File: src/rtl/omr_machine.sv
// rtl/omr_machine.sv - OMR sheet scorer with optional negative marking
//
// Purpose:
//   Grades one answer sheet per cycle. Each question's student nibble is
//   compared to the key nibble: all-zero is blank, a non-zero exact match
//   is right, and anything else is wrong. The graded result is registered
//   one cycle after the sheet is sampled.
//
// Configuration macro: OMR_NEG_MARKING_EN
//   defined   : score = max(R - W, 0), score_neg = W
//   undefined : score = R, score_neg = 0
//
// Ports:
//   clk             in   single clock, rising-edge
//   reset           in   asynchronous active-low reset
//   in_valid        in   sheet present on the answer buses
//   correct_answers in   NUM_Q*OPT_W answer key, question 1 in the MSBs
//   student_answers in   NUM_Q*OPT_W student marks, same packing
//   score           out  4-bit net score (registered)
//   score_neg       out  4-bit wrong-answer count (registered)
//   out_valid       out  score/score_neg hold a new result (registered)

module omr_machine #(
  parameter int NUM_Q = 10,
  parameter int OPT_W = 4
) (
  input  logic                   clk,
  input  logic                   reset,
  input  logic                   in_valid,
  input  logic [NUM_Q*OPT_W-1:0] correct_answers,
  input  logic [NUM_Q*OPT_W-1:0] student_answers,
  output logic [3:0]             score,
  output logic [3:0]             score_neg,
  output logic                   out_valid
);

  logic [3:0] right_cnt;
`ifdef OMR_NEG_MARKING_EN
  logic [3:0] wrong_cnt;
`endif
  logic [3:0] score_d;
  logic [3:0] score_neg_d;
  logic [3:0] score_q;
  logic [3:0] score_neg_q;
  logic       out_valid_q;

  always_comb begin
    right_cnt = 4'd0;
`ifdef OMR_NEG_MARKING_EN
    wrong_cnt = 4'd0;
`endif
    for (int q = 0; q < NUM_Q; q++) begin
      // Blank questions fall through both branches and count nowhere.
      if (student_answers[q*OPT_W +: OPT_W] != '0) begin
        if (student_answers[q*OPT_W +: OPT_W] == correct_answers[q*OPT_W +: OPT_W]) begin
          right_cnt = right_cnt + 4'd1;
        end
`ifdef OMR_NEG_MARKING_EN
        else begin
          wrong_cnt = wrong_cnt + 4'd1;
        end
`endif
      end
    end
  end

  always_comb begin
`ifdef OMR_NEG_MARKING_EN
    // Clamp at zero rather than letting the subtraction wrap.
    score_d     = (right_cnt > wrong_cnt) ? (right_cnt - wrong_cnt) : 4'd0;
    score_neg_d = wrong_cnt;
`else
    score_d     = right_cnt;
    score_neg_d = 4'd0;
`endif
  end

  always_ff @(posedge clk or negedge reset) begin
    if (!reset) begin
      score_q     <= 4'd0;
      score_neg_q <= 4'd0;
      out_valid_q <= 1'b0;
    end else begin
      out_valid_q <= in_valid;
      // Results are held across idle cycles; only a new sheet updates them.
      if (in_valid) begin
        score_q     <= score_d;
        score_neg_q <= score_neg_d;
      end
    end
  end

  assign score     = score_q;
  assign score_neg = score_neg_q;
  assign out_valid = out_valid_q;

endmodule

File: config.mk
export PLATFORM = sky130hd
export DESIGN_NAME = omr_machine
export DESIGN_NICKNAME = d
export VERILOG_FILES = /design/src/rtl/omr_machine.sv
export SDC_FILE = /design/constraint.sdc
export NUM_CORES = 1
export LEC_CHECK = 0
export CAP_MARGIN = 20
export CORE_AREA = 2 2 80 82
export CTS_BUF_LIST = sky130_fd_sc_hd__clkbuf_16
export DETAILED_ROUTE_END_ITERATION = 8
export DIE_AREA = 0 0 82 84
export DONT_BUFFER_PORTS = 1
export GPL_TIMING_DRIVEN = 0
export SYNTH_ARGS = -nofsm -noshare
export SYNTH_HDL_FRONTEND = slang
export SYNTH_SLANG_ARGS = --single-unit
File: constraint.sdc
create_clock -name clk -period 1.4 [get_ports clk]
set_input_delay 0.28 -clock clk [delete_from_list [all_inputs] [get_ports clk]]
set_output_delay 0.28 -clock clk [all_outputs]
set_load 0.005 [all_outputs]
# Word-level counts from Yosys, hierarchy flattened
# Index checks and enable logic that the tools add are counted.
# word_totals
ff_bits	5
in_bits	83
out_inout_bits	9
word_cells	51
# classes
n_addsub	9
eq_ne	10
n_mux	20
reduce_logical	10
# op_table
operator	n
4-bit two-way mux	19
4-bit equality test	10
4-bit nonzero test	10
4-bit by 1-bit adder with 4-bit output (second input constant)	9
1-bit two-way mux	1

# Logic depth before layout (Yosys ltp)
# depth
ltp_word	30
mapped_depth	32
ltp_nobuf	31

# Worst setup path after synthesis
# No wires, ideal clock.
# synth_path
path_kind	in2reg
from	input correct_answers[3]
to	register score_q[3] (netlist: score[3])
setup_time_ns	0.077
t_arrival_ns	5.364
required_time_ns	1.323
path_slack_ns	-4.041
path_stages	31
n_path_buf	1
cell_sequence	o41ai_1 nor2_1 ha_1 nand2_1 o31a_1 buf_6 inv_6 nand2_1 xnor2_1 ha_1 inv_1 a211oi_1 or4_1 nand3_1 inv_1 ha_1 xnor3_1 nor2b_1 nor3_1 ha_1 nand2_1 o41ai_2 ha_1 inv_1 nor2_1 xnor2_1 xnor2_1 xnor2_1 nand4b_1 xor3_1 a21oi_1
# synth_between
elab_chain_len	30
# synth_rtl
item	line_no	rtl
start, declared	30	input logic [NUM_Q*OPT_W-1:0] correct_answers,
4-bit equality test *	55	if (student_answers[q*OPT_W +: OPT_W] == correct_answers[q*OPT_W +: OPT_W]) begin
1-bit two-way mux *	55	
4-bit two-way mux *	54	if (student_answers[q*OPT_W +: OPT_W] != '0) begin
4-bit by 1-bit adder with 4-bit output	56	right_cnt = right_cnt + 4'd1;
4-bit two-way mux	55	
4-bit two-way mux *	54	
4-bit by 1-bit adder with 4-bit output	56	
4-bit two-way mux	55	
(+14 left out)	n/a	
4-bit two-way mux	55	
4-bit two-way mux *	54	
4-bit by 1-bit adder with 4-bit output	56	
4-bit two-way mux	55	
4-bit two-way mux *	54	
4-bit by 1-bit adder with 4-bit output	56	
4-bit two-way mux	55	
4-bit two-way mux *	54	
end signal, assigned	87	score_q <= score_d;
end, declared	43	logic [3:0] score_q;
# Mark *: on every way between the ends. The rest lies on a longest branch, timed or not.
# A chain may end at the register's enable or synchronous reset.

# Worst setup path after layout
# Ends and elaborated chain as after synthesis.

==> impl_results.md <==
* Post-synth top cells: 29 x xor2_1, 23 x nand2_1, 20 x xnor2_1, 18 x nor3_1, 15 x a21oi_1
* Hpwl dp at 3.163 mm
* Crit path capture type: register
* Crit Path Category: primary input to register
* Most numerous cell in the Yosys netlist: xor2_1
* CTS tree: yes
* Crit-path max FO at 6
* Clock Tree Buf Depth at 2
* Pin count of the biggest net entering global routing at 11
* Final Cell Area at 0.002267 sq mm
* Worst skew pair latency at approximately 230 ps
* WL per Instance at 12.16 microns
* Routed vias at roughly 1.7k
* Layout cells sized above 1 at 25.50%
* Port bufs at 0
* Initial core utilization at 28.74%
* Vias in the first global route at between 1.5k and 2k
* Final ANT Viol Nets at 0
* Worst EP arrival at 5030 ps
* Vias per inst at 5.232
* Antenna diodes at 0
* Synth warn at 0
* Area grow syn2layout at 29.43%
* Final Max Tran Viols at 0
* Clock Tree Root: clkbuf_16
* H-tree depth at 1
* Tot Pwr at 1.453 mW
* Primary FF master, synth: dfrtp_1
* Post-route DRC violation count at 0
* Measured slew at the worst slew-check pin at 895.8 ps
* I/O pin cnt at a little over 90
* Seq/Total Area, Yosys at a little over 7%
* Final worst path period share at 347.7%
* Worst VDD drop at 0.5297 mV
* Slowest CP cell: or4_4
* WL final at 3.989 mm
* Final Setup Violations at 4
* Distinct cells, synth at 59
* Synth top area cells: xor2_1 14%, xnor2_1 10%, dfrtp_1 7.1%, ha_1 5.7%, nor3_1 5.1%
* Placed inst area at 0.001947 sq mm
* Final Hold Viols at 0
* Clock sink count at 5
* Gr usage total at between 10% and 20%
* Worst Clk Skew at 0 ps
* DRT Pass-1 Iters at 4
* Die Width at 82 microns
* Max capacitance violation total at 0
* Hold Crit Class: primary input to register
* CP max stage delay at 520 ps
* Routability cong. at 0.7739
* Rows at 29
* FF+latch count, synth at 5
* Leak pwr at 0.9133 nW
* Status: finished with violations
* Layout Nets at 343
* Fin crit period at 4868 ps
* Die area at 0.006888 sq mm
* RSZ-0062 raised after global routing: true
* Grt total ovfl at 0
* Post-synth top area cell: xor2_1
* FMAX at 0.2054 GHz
* Post-synthesis average cell area at 7.616 sq um
* Syn Inst Count at 230
* Asr flop ratio synth at 100.0%
* CP required at 1560 ps
* EDFF count, synth at 0
* Setup crit start kind: primary input
* Detailed router's first-iteration violation count at 26
* Yosys top cell area share at 14.50%
* Vert. Die Dim at 84 microns
* Global-route wire length before repair at roughly 6.2 mm
* Core box area at 0.006096 sq mm
* CTS buffer count at 3
* Antenna violations before repair at 0
* Synthesized cell area at 0.001752 sq mm
* Worst Slack Setup Final at -3468 ps
* Failing checks: setup timing
* Clock transition at the registers of the reported paths at ~30 ps
* Slew margin rel. at 40.13%
* Cell Pwr Density at 641.0 mW/mm^2
==> sequential cells by signal, indices dropped and copies added (netlist names) <==
register and count:
score 4, out_valid 1
==> layer usage <==
| metal | GRT usage [%] | part of all wire, % | vias to the layer above |
|---|---|---|---|
| met1 | 12.62 | 41 | 759 |
| met2 | 20.18 | 50 | 73 |
| met5 | 0 | 0 | - |
| met3 | 1.840 | 6.7 | 9 |
| met4 | 4.697 | 2.2 | 0 |
| li1 | - | - | 875 |
==> final cells by class <==
class                           instances  area, sq um
Inverter                               12        60.06
Buffer                                  9        60.06
Multi-Input combinational cell        207         1742
Clock buffer                            3        75.07
Fill cell                             619         3829
Timing Repair Buffer                   14        105.1
Tap cell                               77        96.34
Clock inverter                          1        3.754
Sequential cell                         5        125.1
==> cell usage in the layout, fill, tap and decap left out, drive strengths merged, types with 3 or more instances in the layout <==
cell | synthesis | final
or3 | 6 | 6
xnor3 | 3 | 3
buf | 7 | 20
a211oi | 5 | 5
a31oi | 4 | 4
nor3 | 20 | 20
inv | 12 | 13
a2111oi | 3 | 3
ha | 8 | 8
or4 | 4 | 4
nor2 | 13 | 13
nand3 | 9 | 9
conb | 1 | 4
xnor2 | 22 | 22
nand2 | 23 | 23
dfrtp | 5 | 5
xor2 | 29 | 29
a21oi | 16 | 16
nor4 | 5 | 5
clkbuf | 2 | 5
==> per-stage QoR <==
stage               hold WS (ps)  utilization, %  instances  TNS [ps]  setup WS [ps]
global placement          -15.50           31.86        310    -13290          -4025
floorplan                 -15.59               -        233    -11770          -3577
CTS                        72.53           34.87        323    -11890          -3554
finish                     75.59           37.19        328    -11590          -3468
detailed placement        -15.51           31.94        311    -13270          -4016
global route               69.31           37.19        328    -12640          -3734
==> cell families (layout without fill, tap and decap cells) <==
family	Yosys count	after routing	share of synthesized area (%)
simple gates	92	92	27.07
xor+xnor	55	55	32.93
compound gates	47	47	19.93
buf+inv	21	39	6.428
fa+ha+maj	8	8	5.715
flops	5	5	7.143
other cells	1	4	0.2141
mux	1	1	0.5715
==> where the power goes <==
| part | switching (mW) | leakage, nW | internal (mW) |
|---|---|---|---|
| Sequential | 0.0147 | 0.0603 | 0.166 |
| Clock | 0.0964 | 0.0423 | 0.370 |
| Combinational | 0.397 | 0.811 | 0.409 |
==> critical path, delay by kind of cell <==
family | cells | cell delay, ps
xor gates and xnor gates | 6 | 1050
and+or+nand+nor | 10 | 1360
AOI/OAI and AO/OA | 5 | 760
adders and majority gates | 5 | 1230
buffers and inverters | 5 | 350
==> path summary, 6_finish.rpt <==
check / startpoint / end / slack, ps / cells past startpoint
max: correct_answers[3] / score[3] / -3470 / 31
min: in_valid / out_valid / 80 / 0
max reg2reg: score[2] / score[2] / 730 / 2
min reg2reg: score[0] / score[0] / 540 / 2
max in group asynchronous: reset / score[1] / 880 / 1
min in group asynchronous: reset / score[3] / 340 / 1
==> what timing repair did <==
action / in CTS / in global routing
hold endpoints to repair: 5 / 0
pin swaps: 11 / 12
setup buffers: 7 / 7
endpoints found under the setup margin: 4 / 4
hold buffers: 1 / 0
gates resized for setup: 6 / 17
cloned: 0 / 0
No activity file was read; power rests on OpenSTA's default activity.
